--- src/rtl/serial_subtractor_n_pkg.sv ---
// Shared types for the bit-serial subtractor: FSM state encoding and
// the bit-counter width helper.
package serial_subtractor_n_pkg;

    typedef enum logic [1:0] {
        ST_IDLE = 2'd0,
        ST_RUN  = 2'd1,
        ST_DONE = 2'd2
    } state_t;

    // Bits needed to count 0..width-1; at least one bit.
    function automatic int cnt_width(input int width);
        return (width <= 2) ? 1 : $clog2(width);
    endfunction

endpackage

--- src/rtl/serial_subtractor_n_full_adder.sv ---
// Single-bit full adder cell; the one arithmetic element of the serial
// subtractor.
module full_adder_1 (
    input  logic a,
    input  logic b,
    input  logic c_in,
    output logic sum,
    output logic c_out
);

    assign sum   = a ^ b ^ c_in;
    assign c_out = (a & b) | (a & c_in) | (b & c_in);

endmodule

--- src/rtl/serial_subtractor_n.sv ---
// Bit-serial a - b - borrow_in, LSB first, one bit per clock through one
// full-adder cell, with valid/ready handshakes on both sides.
//
//   state   | meaning
//   --------+-----------------------------------------------------
//   ST_IDLE | in_ready=1, waiting for operands
//   ST_RUN  | one result bit per cycle, counter 0..WIDTH-1
//   ST_DONE | out_valid=1, result held until out_ready
module serial_subtractor_n
    import serial_subtractor_n_pkg::*;
#(
    parameter int WIDTH = 4
) (
    input  logic             clk,
    input  logic             rst,
    input  logic             in_valid,
    output logic             in_ready,
    input  logic [WIDTH-1:0] a,
    input  logic [WIDTH-1:0] b,
    input  logic             borrow_in,
    output logic             out_valid,
    input  logic             out_ready,
    output logic [WIDTH-1:0] diff,
    output logic             borrow_out,
    output logic             overflow
);

    localparam int CNT_W = cnt_width(WIDTH);
    localparam logic [CNT_W-1:0] LAST = CNT_W'(WIDTH - 1);

    state_t           state, state_nxt;
    logic [CNT_W-1:0] cnt;
    logic [WIDTH-1:0] a_sh, b_sh, diff_sh;
    logic             carry;
    logic             borrow_q, overflow_q;
    logic             b_inv, cell_sum, cell_cout;
    logic             accept, run_last;

    assign accept   = (state == ST_IDLE) && in_valid;
    assign run_last = (state == ST_RUN) && (cnt == LAST);
    assign b_inv    = ~b_sh[0];

    full_adder_1 u_cell (
        .a     (a_sh[0]),
        .b     (b_inv),
        .c_in  (carry),
        .sum   (cell_sum),
        .c_out (cell_cout)
    );

    always_ff @(posedge clk or negedge rst) begin
        if (!rst) state <= ST_IDLE;
        else      state <= state_nxt;
    end

    always_comb begin
        state_nxt = state;
        in_ready  = 1'b0;
        out_valid = 1'b0;
        case (state)
            ST_IDLE: begin
                in_ready = 1'b1;
                if (in_valid) state_nxt = ST_RUN;
            end
            ST_RUN: begin
                if (cnt == LAST) state_nxt = ST_DONE;
            end
            ST_DONE: begin
                out_valid = 1'b1;
                if (out_ready) state_nxt = ST_IDLE;
            end
            default: state_nxt = ST_IDLE;
        endcase
    end

    // Flags are registered at the last bit so they read 0 out of reset
    // and hold through IDLE until the next operation finishes.
    always_ff @(posedge clk or negedge rst) begin
        if (!rst) begin
            cnt        <= '0;
            a_sh       <= '0;
            b_sh       <= '0;
            diff_sh    <= '0;
            carry      <= 1'b0;
            borrow_q   <= 1'b0;
            overflow_q <= 1'b0;
        end else if (accept) begin
            a_sh  <= a;
            b_sh  <= b;
            carry <= ~borrow_in;
            cnt   <= '0;
        end else if (state == ST_RUN) begin
            a_sh    <= a_sh >> 1;
            b_sh    <= b_sh >> 1;
            diff_sh <= {cell_sum, diff_sh[WIDTH-1:1]};
            carry   <= cell_cout;
            if (cnt != LAST) cnt <= cnt + CNT_W'(1);
            if (run_last) begin
                // carry holds c[WIDTH-1], cell_cout is c[WIDTH]
                borrow_q   <= ~cell_cout;
                overflow_q <= carry ^ cell_cout;
            end
        end
    end

    assign diff       = diff_sh;
    assign borrow_out = borrow_q;
    assign overflow   = overflow_q;

endmodule
--- config.mk ---
export PLATFORM = sky130hd
export DESIGN_NAME = serial_subtractor_n
export DESIGN_NICKNAME = d
export VERILOG_FILES = /design/src/rtl/serial_subtractor_n_pkg.sv /design/src/rtl/serial_subtractor_n_full_adder.sv /design/src/rtl/serial_subtractor_n.sv
export SDC_FILE = /design/constraint.sdc
export NUM_CORES = 1
export LEC_CHECK = 0
export CORE_MARGIN = 3
export CORE_UTILIZATION = 45
export CTS_BUF_LIST = sky130_fd_sc_hd__clkbuf_8
export DETAILED_ROUTE_END_ITERATION = 7
export GPL_TIMING_DRIVEN = 1
export HOLD_SLACK_MARGIN = 0.08
export PLACE_DENSITY = 0.81
export SETUP_SLACK_MARGIN = 0.4
export SLEW_MARGIN = 0
export SYNTH_ARGS = -nofsm -noshare
export SYNTH_HDL_FRONTEND = slang
export SYNTH_HIERARCHICAL = 1
export SYNTH_SLANG_ARGS = --single-unit
--- constraint.sdc ---
create_clock -name clk -period 1.7 [get_ports clk]
set_input_delay 0.17 -clock clk [delete_from_list [all_inputs] [get_ports clk]]
set_output_delay 0.17 -clock clk [all_outputs]
set_load 0.01 [all_outputs]
==> results of run 1 <==
-- final cells by class --
class | count | area [sq um]
Sequential cell | 19 | 479.2
Multi-Input combinational cell | 55 | 427.9
Clock buffer | 3 | 41.29
Timing Repair Buffer | 30 | 261.5
Fill cell | 150 | 583.1
Inverter | 3 | 11.26
Clock inverter | 1 | 3.754
Tap cell | 25 | 31.28
-- registers in the layout, summed over array words and instances, names as in the netlist --
register / count
b_sh: 4
carry: 1
overflow: 1
cnt: 2
a_sh: 4
diff: 4
borrow_out: 1
state: 2
-- worst max-delay path: stages, from the launching register on --
cell     delay [ns]
dfrtp_1        0.41
inv_2          0.07
fa_2           0.42
mux2_4         0.27
-- layout by cell type, fill, tap and decap left out, drive strengths merged --
cell type,count
nand2b,3
clkdlybuf4s50,12
ha,1
o22ai,10
or2,1
nor2,5
clkbuf,4
o31ai,1
inv,4
fa,1
dfrtp,19
o21ai,6
a2bb2oi,1
mux2,4
o2bb2ai,3
nor2b,1
nor3,1
dlygate4sd2,7
a21oi,7
o221a,1
buf,10
nand2,5
nand3b,2
a22oi,1
xnor2,1
-- cell usage after synthesis (2+ instances only) --
cell       number
o22ai_1        10
o21ai_0         2
nand2b_1        2
o21ai_1         4
mux2_4          4
nand3b_1        2
a21oi_1         7
inv_1           2
nand2_1         4
nor2_1          3
buf_6           3
dfrtp_1        19
o2bb2ai_1       3
-- through the flow --
stage,power [mW],util (%),cell area (sq um),hold WS [ns],cells
6_report,2.420,68.30,1256,0.2379,136
5_1_grt,2.606,68.30,1256,0.2466,136
4_1_cts,2.375,67.01,1232,0.2445,134
3_5_place_dp,2.051,63.20,1162,0.4915,127
3_3_place_gp,1.998,63.20,1162,0.4786,127
2_1_floorplan,1.682,-,934.6,-0.1256,81
-- metal layers --
metal,routed length (microns),vias up,part of all wire (%)
li1,-,355,-
met1,874,380,43
met2,997,30,49
met3,124,3,6.2
met4,19,0,0.94
met5,0,-,0
-- power groups by stage --
stage	registers [mW]	logic, mW	clock network [mW]
floorplan	0.841	0.841	0
global placement	0.868	1.13	0
detailed placement	0.882	1.17	0
CTS	0.857	1.20	0.317
global route	0.900	1.37	0.339
finish	0.868	1.24	0.311
-- cell families after synthesis --
family	Yosys count	share of synthesized area [%]
compound gates	30	20.22
flops	19	50.87
simple gates	18	12.45
buf+inv	7	5.622
mux	4	6.426
fa+ha+maj	2	3.480
xor+xnor	1	0.9373
-- path summary, 6_finish.rpt --
kind / cells after the start / slack [ns] / to / from
worst max-delay path: 3 / 0.42 / diff[3] / b_sh[0]
worst min-delay path: 2 / 0.24 / a_sh[3] / rst
worst max register to register: 3 / 0.42 / diff[3] / b_sh[0]
worst min register to register: 2 / 0.51 / overflow / overflow
max in group asynchronous: 2 / 1.25 / carry / rst
min in group clk: 3 / 0.45 / a_sh[3] / a[3]
-- timing repair --
item / 4_1_cts / 5_1_grt
pin swaps: 0 / 1
cloned: 0 / 0
setup buffers: 3 / 2
setup endpoints to repair: 19 / 4
gates resized for setup: 13 / 7
==> impl_metrics.tcl, run 1 <==
set metrics [dict create \
    hp-class "input port to async pin" \
    yosysSeqAreaShare_pct 50.87 \
    syn_nets 96 \
    synth_edf_count 0 \
    drv_cap 0 \
    synth_area_leaders "dfrtp_1 (51%), o22ai_1 (6.7%), mux2_4 (6.4%)" \
    cts_buffers 3 \
    yosysTopAreaCellShare_pct 50.87 \
    start_util_pct 50.82 \
    cts-root-buf "clkbuf_8" \
    power_density_nw_per_um2 1926 \
    drv_slew 0 \
    ys.flop_type "dfrtp_1" \
    hold_buffers 0 \
    power.switching_mw 0.9004 \
    internal-power_mw 1.520 \
    cts_tree "yes" \
    grt_pass1_wl_microns 3505 \
    path_clk_slew_ns 0.07 \
    clkSinkCount 19 \
    pre_cts_ws_ns 0.2506 \
    ir_worst_vdd_v 0.001119 \
    p_leak_nw 0.5561 \
    insertedDiodeCount 0 \
    synth_seq_cells 19 \
    ant_nets 0 \
    die_h_microns 51.58 \
    drive_gt1_share_pct 30.63 \
    drc 0 \
    synth.distinct_cells 29 \
    crit_path_end_kind "flop" \
    grtUsageMet1_pct 23.56 \
    top_usage_layer "met2" \
    cts_max_level 1 \
    dieArea_sq_um 2660 \
    switching_share_pct 37.21 \
    fin_skew_ns 0.005617 \
    wl_microns 2016 \
    yosys_warnings 6 \
    rsz0062_at_grt "yes" \
    setup_viol 0 \
    postSynthAreaPerCell_sq_um 11.54 \
    timing.fmax_ghz 0.7820 \
    gp_congestion 0.7911 \
    clk_path_buf_depth 2 \
    grt_use_met2_pct 28.18 \
    worstSetupPathType "flop to flop" \
    grt_max_degree 20 \
    hold_viol_final 0 \
    met3_usage_pct 6.017 \
    die_x_microns 51.58 \
    clock_latency_ns 0.26 \
    overflow 0 \
    seqPwrFrac_pct 35.8 \
    critPathLaunchType "flop" \
    ys_async_sr_fraction_pct 100.0 \
    clkPwrFrac_pct 12.8 \
    synthCells 81 \
    arrival_ns 1.42 \
    rows 15 \
    wl_per_cell_microns 14.82 \
    power_frac_comb_pct 51.3 \
    setup-tns-final_ns 0 \
    drt-pass1-iter-count 4 \
    drt-vias-per-instance 5.647 \
    relSlewSlack_pct 76.47 \
    synthToLayoutAreaGrowth_pct 34.40 \
    tightestPinTransition_ns 0.3518 \
    critPathMaxFanout 3 \
    fin_ws_ns 0.4212 \
    period_needed_ns 1.279 \
    io_pins 21 \
    drtIter0Drc 18 \
    grt_pass1_vias 744 \
    yosys.area.top_type "dfrtp_1" \
    required_ns 1.84 \
    core-area_sq_um 1839 \
    period_share_pct 75.22 \
    vias 768 \
    io_buffers 20 \
    antenna_found_initial 0 \
    grt_use_total_pct 17.78 \
    place.detailed.hpwl_microns 1448 \
    syn-cell-area_sq_um 934.6 \
    nets 127 \
    outcome "complete, no violations" \
]
No activity file was read; power rests on OpenSTA's default activity.
==> inputs of run 2 (changes only) <==
Clock period 1.7 ns to 1.2 ns, I/O delays scaled along.
==> impl_metrics.tcl, run 2 (same netlist as run 1, synthesis figures left out) <==
set metrics [dict create \
    outcome "finished with violations" \
    violations "setup timing" \
    clkPwrFrac_pct 9.7 \
    final_util_pct 85.10 \
    critPathLaunchType "flop" \
    die_x_microns 51.58 \
    switching_share_pct 38.64 \
    layout_commonest_cell "buf_4" \
    drv_slew 0 \
    drt-vias-per-instance 5.841 \
    crit_path_max_incr_delay_ns 0.42 \
    hp-class "input port to async pin" \
    power_density_nw_per_um2 2971 \
    io_buffers 20 \
    rsz0062_at_grt "yes" \
    period_share_pct 112.0 \
    crit_buf_inv 3 \
    critPathMaxFanout 5 \
    fin_area_sq_um 1565 \
    wl_microns 3117 \
    cts_buffers 3 \
    cts_max_level 1 \
    arrival_ns 1.47 \
    drv_cap 0 \
    cp_top_family "flip-flops" \
    internal-power_mw 2.853 \
    startpoint "state[1]" \
    cts-root-buf "clkbuf_8" \
    fin_skew_ns 0.002269 \
    hold-worst-slack_ns 0.2261 \
    place.detailed.hpwl_microns 1692 \
    reg2reg_slack_ns -0.14 \
    hold_viol_final 0 \
    layout_common_cells "buf_4 (20), dfrtp_1 (17), buf_6 (13), clkdlybuf4s50_1 (12), o22ai_2 (10)" \
    timing.critical_path.mode_cell "buf_6" \
    relSlewSlack_pct 79.91 \
    drive_gt1_share_pct 59.85 \
    seqPwrFrac_pct 26.2 \
    synthToLayoutAreaGrowth_pct 67.47 \
    gp_congestion 0.7760 \
    grt_max_degree 20 \
    io_pins 21 \
    grt_pass1_wl_microns 4968 \
    period_needed_ns 1.344 \
    timing.fmax_ghz 0.7442 \
    path_clk_slew_ns 0.08 \
    crit_chain "buf_6 > buf_6 > buf_6 > nor2b_4 > o2bb2ai_1 > a21oi_1" \
    required_ns 1.33 \
    grt_use_total_pct 26.32 \
    power_frac_comb_pct 64.1 \
    p_leak_nw 0.6980 \
    cp_slowest_cell "dfrtp_2" \
    drtIter0Drc 18 \
    vias 917 \
    ir_worst_vdd_v 0.002544 \
    wl_per_cell_microns 19.85 \
    clk_path_buf_depth 2 \
    core-area_sq_um 1839 \
    worstRegToRegCells 6 \
    r2r_start "state[1]" \
    place_area_sq_um 1252 \
    cts_tree "yes" \
    clock_latency_ns 0.25 \
    grt_pass1_vias 1023 \
    power.switching_mw 1.797 \
    tightestPinTransition_ns 0.3005 \
    start_util_pct 50.82 \
    drc 0 \
    rows 15 \
    crit_end "carry" \
    fin_ws_ns -0.1438 \
    overflow 0 \
    total_power_mw 4.650 \
    r2r_end "carry" \
    crit_cells 6 \
    nets 148 \
    setup_viol 20 \
    die_h_microns 51.58 \
    insertedDiodeCount 0 \
    antenna_found_initial 0 \
    worstSetupPathType "flop to flop" \
    clkSinkCount 19 \
    drt-pass1-iter-count 4 \
    crit_path_end_kind "flop" \
    ant_nets 0 \
    dieArea_sq_um 2660 \
]
-- run 2: cell types whose count changed in the layout (fill, tap and decap cells not counted), sizes merged --
cell	previous run	this run
buf	10	39
clkbuf	4	3
dlygate4sd2	7	0
-- run 2: final cells by class --
| cell class | count | area, sq um |
|---|---|---|
| Inverter | 3 | 21.27 |
| Tap cell | 25 | 31.28 |
| Fill cell | 108 | 274.0 |
| Multi-Input combinational cell | 55 | 528.0 |
| Clock buffer | 3 | 41.29 |
| Sequential cell | 19 | 478.0 |
| Timing Repair Buffer | 51 | 461.7 |
| Clock inverter | 1 | 3.754 |
-- run 2: what timing repair did --
action / CTS / global route
pin swaps: 17 / 9
hold endpoints to repair: 0 / 0
endpoints found under the setup margin: 27 / 27
setup buffers: 15 / 3
gates resized for setup: 60 / 8
hold buffers: 0 / 0
-- run 2: worst min-delay path by stage --
stage	from	to	slack, ns	depth (start not counted)
after global placement	rst	diff[0]	0.47	2
after detailed placement	rst	diff[0]	0.47	2
final	rst	a_sh[1]	0.23	2
after floorplan	rst	a_sh[0]	-0.18	0
after global routing	rst	diff[1]	0.24	2
after CTS	rst	diff[0]	0.20	2
-- run 2: metrics by stage --
stage | TNS [ns] | setup slack, ns | cells
global route | -2.323 | -0.1629 | 157
floorplan | -0.03579 | -0.03563 | 81
finish | -1.450 | -0.1438 | 157
detailed placement | -1.178 | -0.1683 | 135
global placement | -0.8417 | -0.1035 | 135
CTS | -0.8635 | -0.1022 | 154
-- run 2: power groups by stage --
stage	Sequential [mW]	Combinational [mW]	Clock, mW
finish	1.22	2.98	0.450
global route	1.26	3.15	0.479
CTS	1.19	2.70	0.448
detailed placement	1.25	1.98	0
global placement	1.22	1.91	0
floorplan	1.20	1.28	0
-- run 2: layer usage --
| layer | wire [microns] | global-route usage (%) |
|---|---|---|
| met1 | 1178 | 29.18 |
| met2 | 1656 | 44.28 |
| met3 | 148 | 5.444 |
| met4 | 133 | 19.21 |
| met5 | 0 | 0 |
